### config.mk
export PLATFORM = sky130hd
export DESIGN_NAME = frame_color_classifier
export DESIGN_NICKNAME = d
export VERILOG_FILES = /design/src/rtl/frame_color_classifier.sv
export SDC_FILE = /design/constraint.sdc
export NUM_CORES = 1
export LEC_CHECK = 0
export ABC_AREA = 0
export ABC_CLOCK_PERIOD_IN_PS = 2400
export CELL_PAD_IN_SITES_DETAIL_PLACEMENT = 1
export CELL_PAD_IN_SITES_GLOBAL_PLACEMENT = 2
export CORE_UTILIZATION = 33
export DETAILED_ROUTE_END_ITERATION = 6
export PLACE_DENSITY_LB_ADDON = 0.1
export SETUP_SLACK_MARGIN = 0.3
export SLEW_MARGIN = 20
export SYNTH_ARGS = -nofsm -noshare
export SYNTH_HDL_FRONTEND = slang
export SYNTH_SLANG_ARGS = --single-unit
### constraint.sdc
create_clock -name CLK -period 2.4 [get_ports CLK]
set_input_delay 0.24 -clock CLK [delete_from_list [all_inputs] [get_ports CLK]]
set_output_delay 0.24 -clock CLK [all_outputs]
set_load 0.005 [all_outputs]
### src/rtl/frame_color_classifier.sv
// frame_color_classifier: counts red/blue RGB332 pixels per frame and decides the debounced dominant colour at VSYNC rise.
// Latency: counts, COLOR and the COLOR_VALID/COLOR_CHANGE pulses are registered, visible 2 clocks after the VSYNC rising edge.
// Backpressure: none; the pixel stream never stalls, PIXEL_VALID only qualifies the current cycle.
// Ports: CLK / RESET_N (async, active-low); PIXEL_IN, PIXEL_VALID, VSYNC from the camera capture;
//        COLOR, COLOR_VALID, COLOR_CHANGE debounced result; RED_COUNT, BLUE_COUNT counts of the last completed frame.
module frame_color_classifier #(
   parameter int COUNT_W       = 16,
   parameter int RED_MIN       = 5,
   parameter int BLUE_MIN      = 2,
   parameter int MIN_PIXELS    = 1000,
   parameter int MARGIN        = 0,
   parameter int STABLE_FRAMES = 2
) (
   input  logic               CLK,
   input  logic               RESET_N,
   input  logic [7:0]         PIXEL_IN,
   input  logic               PIXEL_VALID,
   input  logic               VSYNC,
   output logic [1:0]         COLOR,
   output logic               COLOR_VALID,
   output logic               COLOR_CHANGE,
   output logic [COUNT_W-1:0] RED_COUNT,
   output logic [COUNT_W-1:0] BLUE_COUNT
);

   typedef enum logic [1:0] {
      ST_SYNC   = 2'd0,
      ST_ACCUM  = 2'd1,
      ST_DECIDE = 2'd2
   } state_t;

   localparam logic [1:0]         C_NONE   = 2'b00;
   localparam logic [1:0]         C_RED    = 2'b01;
   localparam logic [1:0]         C_BLUE   = 2'b10;
   localparam logic [2:0]         RED_THR  = 3'(RED_MIN);
   localparam logic [1:0]         BLUE_THR = 2'(BLUE_MIN);
   localparam logic [COUNT_W:0]   MIN_EXT  = (COUNT_W+1)'(MIN_PIXELS);
   localparam logic [COUNT_W:0]   MAR_EXT  = (COUNT_W+1)'(MARGIN);
   localparam logic [3:0]         RUN_MAX  = 4'(STABLE_FRAMES);
   localparam logic [COUNT_W-1:0] CNT_MAX  = '1;
   localparam logic [COUNT_W-1:0] CNT_ONE  = {{(COUNT_W-1){1'b0}}, 1'b1};

   state_t             state_q, state_d;
   logic               vsync_q, vsync_d;
   logic [COUNT_W-1:0] red_cnt_q, red_cnt_d;
   logic [COUNT_W-1:0] blue_cnt_q, blue_cnt_d;
   logic [COUNT_W-1:0] red_count_q, red_count_d;
   logic [COUNT_W-1:0] blue_count_q, blue_count_d;
   logic [1:0]         color_q, color_d;
   logic               color_valid_q, color_valid_d;
   logic               color_change_q, color_change_d;
   logic [1:0]         last_raw_q, last_raw_d;
   logic [3:0]         run_q, run_d;

   logic [2:0]         pix_r;
   logic [1:0]         pix_b;
   logic               green_unused;
   logic               is_red, is_blue, count_en, frame_end;
   logic [COUNT_W:0]   red_ext, blue_ext;
   logic [1:0]         raw;

   assign pix_r        = PIXEL_IN[7:5];
   assign pix_b        = PIXEL_IN[1:0];
   assign green_unused = ^PIXEL_IN[4:2];

   // Both conditions require the other channel below its threshold, so red and blue never overlap.
   assign is_red    = (pix_r >= RED_THR) && (pix_b < BLUE_THR);
   assign is_blue   = (pix_b >= BLUE_THR) && (pix_r < RED_THR);
   assign count_en  = PIXEL_VALID && !VSYNC;
   assign frame_end = VSYNC && !vsync_q;

   // One extra bit so count + MARGIN cannot wrap.
   assign red_ext  = {1'b0, red_cnt_q};
   assign blue_ext = {1'b0, blue_cnt_q};

   always_comb begin
      raw = C_NONE;
      if ((red_ext >= MIN_EXT) && (red_ext > blue_ext + MAR_EXT)) begin
         raw = C_RED;
      end else if ((blue_ext >= MIN_EXT) && (blue_ext > red_ext + MAR_EXT)) begin
         raw = C_BLUE;
      end
   end

   always_comb begin
      state_d        = state_q;
      vsync_d        = VSYNC;
      red_cnt_d      = red_cnt_q;
      blue_cnt_d     = blue_cnt_q;
      red_count_d    = red_count_q;
      blue_count_d   = blue_count_q;
      color_d        = color_q;
      color_valid_d  = 1'b0;
      color_change_d = 1'b0;
      last_raw_d     = last_raw_q;
      run_d          = run_q;

      unique case (state_q)
         ST_SYNC: begin
            // Partial frame after reset: nothing is counted.
            red_cnt_d  = '0;
            blue_cnt_d = '0;
            if (frame_end) begin
               state_d = ST_ACCUM;
            end
         end

         ST_ACCUM: begin
            if (count_en && is_red && (red_cnt_q != CNT_MAX)) begin
               red_cnt_d = red_cnt_q + CNT_ONE;
            end
            if (count_en && is_blue && (blue_cnt_q != CNT_MAX)) begin
               blue_cnt_d = blue_cnt_q + CNT_ONE;
            end
            if (frame_end) begin
               state_d = ST_DECIDE;
            end
         end

         ST_DECIDE: begin
            red_count_d   = red_cnt_q;
            blue_count_d  = blue_cnt_q;
            color_valid_d = 1'b1;
            // After a one-cycle VSYNC pulse a pixel may already arrive here;
            // it belongs to the new frame, so it seeds the cleared counter.
            red_cnt_d  = (count_en && is_red)  ? CNT_ONE : '0;
            blue_cnt_d = (count_en && is_blue) ? CNT_ONE : '0;

            if (raw == last_raw_q) begin
               run_d = (run_q == RUN_MAX) ? run_q : run_q + 4'd1;
            end else begin
               run_d      = 4'd1;
               last_raw_d = raw;
            end
            // last_raw_d equals raw on both branches above.
            if ((run_d == RUN_MAX) && (raw != color_q)) begin
               color_d        = raw;
               color_change_d = 1'b1;
            end
            state_d = ST_ACCUM;
         end

         default: begin
            state_d = ST_SYNC;
         end
      endcase
   end

   always_ff @(posedge CLK or negedge RESET_N) begin
      if (!RESET_N) begin
         state_q        <= ST_SYNC;
         vsync_q        <= 1'b0;
         red_cnt_q      <= '0;
         blue_cnt_q     <= '0;
         red_count_q    <= '0;
         blue_count_q   <= '0;
         color_q        <= C_NONE;
         color_valid_q  <= 1'b0;
         color_change_q <= 1'b0;
         last_raw_q     <= C_NONE;
         run_q          <= 4'd0;
      end else begin
         state_q        <= state_d;
         vsync_q        <= vsync_d;
         red_cnt_q      <= red_cnt_d;
         blue_cnt_q     <= blue_cnt_d;
         red_count_q    <= red_count_d;
         blue_count_q   <= blue_count_d;
         color_q        <= color_d;
         color_valid_q  <= color_valid_d;
         color_change_q <= color_change_d;
         last_raw_q     <= last_raw_d;
         run_q          <= run_d;
      end
   end

   assign COLOR        = color_q;
   assign COLOR_VALID  = color_valid_q;
   assign COLOR_CHANGE = color_change_q;
   assign RED_COUNT    = red_count_q;
   assign BLUE_COUNT   = blue_count_q;

endmodule
==> key figures <==
Die
  – Chip width: 116 µm
  – DIE AREA: 13400 µm²
  – Core footprint: 12600 µm²
  – Die outline height: 116 µm
  – Count of standard-cell rows: 41
  – I/O pin count: 48
  – Initial Utilization: 0.337

Finish
  – Synth-to-layout area growth: 39.5%
  – Final Core Density: 0.470
  – Final Net Count: 570
  – Ratio of cells with drive above 1 in the final layout: 0.334
  – # diodes: 0

Worst setup path
  – Number of logic stages on the critical path including buffering: 8
  – Worst setup path endpoint: COLOR[1]$_DFFE_PN0P_
  – Critical path endpoint category: flop
  – Worst path cell trace: ha_1, nand4_1, or3_4, o2111a_1, o31ai_4, o211ai_2, nand3_2, mux2_4
  – Cell class contributing the biggest share of worst-path delay: simple AND/OR/NAND/NOR gates
  – FF-to-FF path depth: 8
  – Critical-path cell with the highest stage delay: dfrtp_1
  – Register-to-register setup slack: 30 ps
  – Nature of the critical path startpoint: flop
  – Setup Crit Path Kind: flop to flop
  – Maximum fanout along the worst path: 3
  – Required time at the endpoint of the critical path: 2620 ps
  – Longest individual stage delay on the worst path: 410 ps
  – WP buf/inv: 0
  – Critical R2R Capture: COLOR[1]$_DFFE_PN0P_
  – Data arrival time of the critical path: 2590 ps
  – Beginning of the worst register-to-register path: blue_cnt_q[5]$_DFFE_PN0P_
  – Crit. Startpoint: blue_cnt_q[5]$_DFFE_PN0P_

Timing
  – Achievable frequency: 0.422 GHz
  – Worst max-slew margin expressed relative to the limit: 0.398
  – RSZ-0062 raised after global routing: yes
  – Transition time at the pin with the least slew margin: 903 ps
  – Final cycle utilization of the critical path: 0.988
  – Final critical path time including I/O delays and setup: 2370 ps
  – Final TNS setup: 0 ps
  – Number of endpoints with negative hold slack in the final report: 0
  – Setup Viol. Count Final: 0
  – Slew Viols, Final: 0
  – Worst Clk Skew: 7.73 ps

Clock network
  – Number of hold buffers added after cts: 0
  – Reg clk slew, reported paths: 60 ps
  – Root buffer cell: clkbuf_16
  – Clock latency at the later pin of the worst-skew pair: 340 ps
  – Number of buffers between clock root and the deepest sink: 2
  – CTS tree: yes
  – Sink count of the clock tree: 77
  – CTS H-tree lvls: 3
  – Num CTS Buffers: 9

Hold path
  – HP Class: primary input to asynchronous set/reset pin

Run status
  – Outcome: complete, no violations

Detailed routing
  – First DRT Iteration DRCs: 73
  – Wire per inst: 17.5 µm
  – Routed via count: 3656
  – Detailed Route WL: 12.3 mm
  – Count of TritonRoute iterations in the first routing pass: 4
  – DRC violations left: 0
  – Detail-routed via count per cell: 5.19
  – Antenna-violating nets left: 0

Synthesis
  – Average cell area after synthesis: 10.1 µm²
  – Top cell types by occurrence after synthesis: 77 x dfrtp_1, 36 x nor2_1, 35 x mux2_2, 28 x ha_1, 25 x nand2_1
  – Count of state elements after synthesis: 77
  – Netlist cell types: 53
  – Post-Syn Nets: 461
  – Area share of the largest cell type after synthesis: 0.453
  – Number of warnings reported in the yosys synthesis log: 0
  – Post-synthesis instance total: 421
  – Count of flip-flops with a built-in enable after synthesis: 0
  – Largest cells by area after synthesis: dfrtp_1 45%, mux2_2 9.3%, ha_1 8.2%
  – Most instantiated library cell after synthesis: dfrtp_1
  – Most used flip-flop cell after synthesis: dfrtp_1
  – Mapped Area: 4260 µm²
  – Share of flip-flops with an asynchronous set or reset after synthesis: 1.00
  – Post-synthesis cell type with the largest combined area: dfrtp_1
  – Sequential-to-total area share from yosys stat: 0.453

Global routing
  – Global-route wire length before repair: 19.9 mm
  – Aggregate global-route resource usage: 0.197
  – GR Overflow Total: 0
  – Initial antenna violation count: 0
  – Vias in the first global route: 3807
  – Pin count of the biggest net entering global routing: 68

Power and ir drop
  – Leakage power summed over all cells: 2.68 nW
  – Worst vdd ir: 0.297 mV
  – Total power divided by cell area: 735 nW/µm²

Placement
  – Count of buffers inserted at the top-level ports: 43
  – Weighted congestion reported at the end of routability-driven placement: 0.795
  – Half-perimeter wire length of the detailed placement result: 8.74 mm

Job
  – Max-cap violations: 0
[placed cells by master, fill, tap and decap left out, types with 4 or more instances in the layout]
cell and n:
buf_4 65, inv_2 9, mux2_2 35, nand4_1 14, buf_6 4, xnor2_1 7, o22ai_1 4, ha_1 17
nor3_1 4, inv_1 15, o21ai_0 14, clkdlybuf4s50_1 42, a21oi_1 15, dfrtp_1 76, a31oi_1 5, and3_1 6
nand3_1 17, clkbuf_16 9, nor2_1 34, ha_4 8, o21ai_1 31, nand2_1 24
[worst min path at each step]
stage	from	endpoint	slack (ps)	cells after the start
after floorplan	RESET_N	BLUE_COUNT[0]$_DFFE_PN0P_	-60	0
after global placement	RESET_N	RED_COUNT[8]$_DFFE_PN0P_	440	1
after detailed placement	RESET_N	RED_COUNT[13]$_DFFE_PN0P_	440	1
after CTS	RESET_N	RED_COUNT[11]$_DFFE_PN0P_	70	1
after global routing	RESET_N	red_cnt_q[14]$_DFFE_PN0P_	110	1
final	RESET_N	RED_COUNT[11]$_DFFE_PN0P_	40	1
[routing by layer]
metal  part of all wire  routed length, µm  up-vias  GRT usage
met5                  0                  0        -          0
met4              0.014                171        0     0.0693
met3              0.013                163       11     0.0251
met2               0.49               6070       33      0.331
met1               0.48               5940     1873      0.261
li1                   -                  -     1739          -
[stage by stage]
step           setup slack [ps]  hold WS, ps  total power [W]  instances  cell area [µm²]
2_1_floorplan               183        -55.6          0.00236        421             4300
3_3_place_gp               20.2          440          0.00295        680             5320
3_5_place_dp              -42.6          437          0.00299        680             5320
4_1_cts                    46.7         69.8          0.00431        702             5750
5_1_grt                   -53.6          107          0.00464        705             5940
6_report                   27.6         40.6          0.00436        705             5940
[logic make-up after synthesis]
| logic type | count (synthesis) | share of synthesized area |
|---|---|---|
| compound gates | 103 | 0.154 |
| xor+xnor | 7 | 0.0144 |
| fa+ha+maj | 28 | 0.0823 |
| buf+inv | 38 | 0.0379 |
| flops | 77 | 0.453 |
| mux | 37 | 0.0979 |
| simple gates | 131 | 0.161 |
[area by class of cell]
| type | count | area, µm² |
|---|---|---|
| Fill cell | 1437 | 6680 |
| Multi-Input combinational cell | 306 | 2460 |
| Sequential cell | 77 | 1930 |
| Timing Repair Buffer | 112 | 973 |
| Clock buffer | 12 | 256 |
| Tap cell | 172 | 215 |
| Inverter | 24 | 90.1 |
| Clock inverter | 2 | 10.0 |
[registers in the layout, summed over array words and instances, names as in the netlist]
signal,cells
COLOR_VALID,1
last_raw_q,2
state_q,2
red_cnt_q,16
vsync_q,1
blue_cnt_q,16
COLOR,2
BLUE_COUNT,16
RED_COUNT,16
COLOR_CHANGE,1
run_q,4
[repair_timing]
action / 4_1_cts / 5_1_grt
buffers inserted: 8 / 3
pin swaps: 14 / 15
setup endpoints to repair: 36 / 35
resized for setup: 23 / 38
[power by group]
group          switching, W  leakage [nW]  total [W]  internal [W]
sequential         0.000102          1.05    0.00149       0.00139
clock              0.000512         0.134    0.00125      0.000742
combinational      0.000911          1.49    0.00162      0.000706
Power figures use the tool's default switching activity.
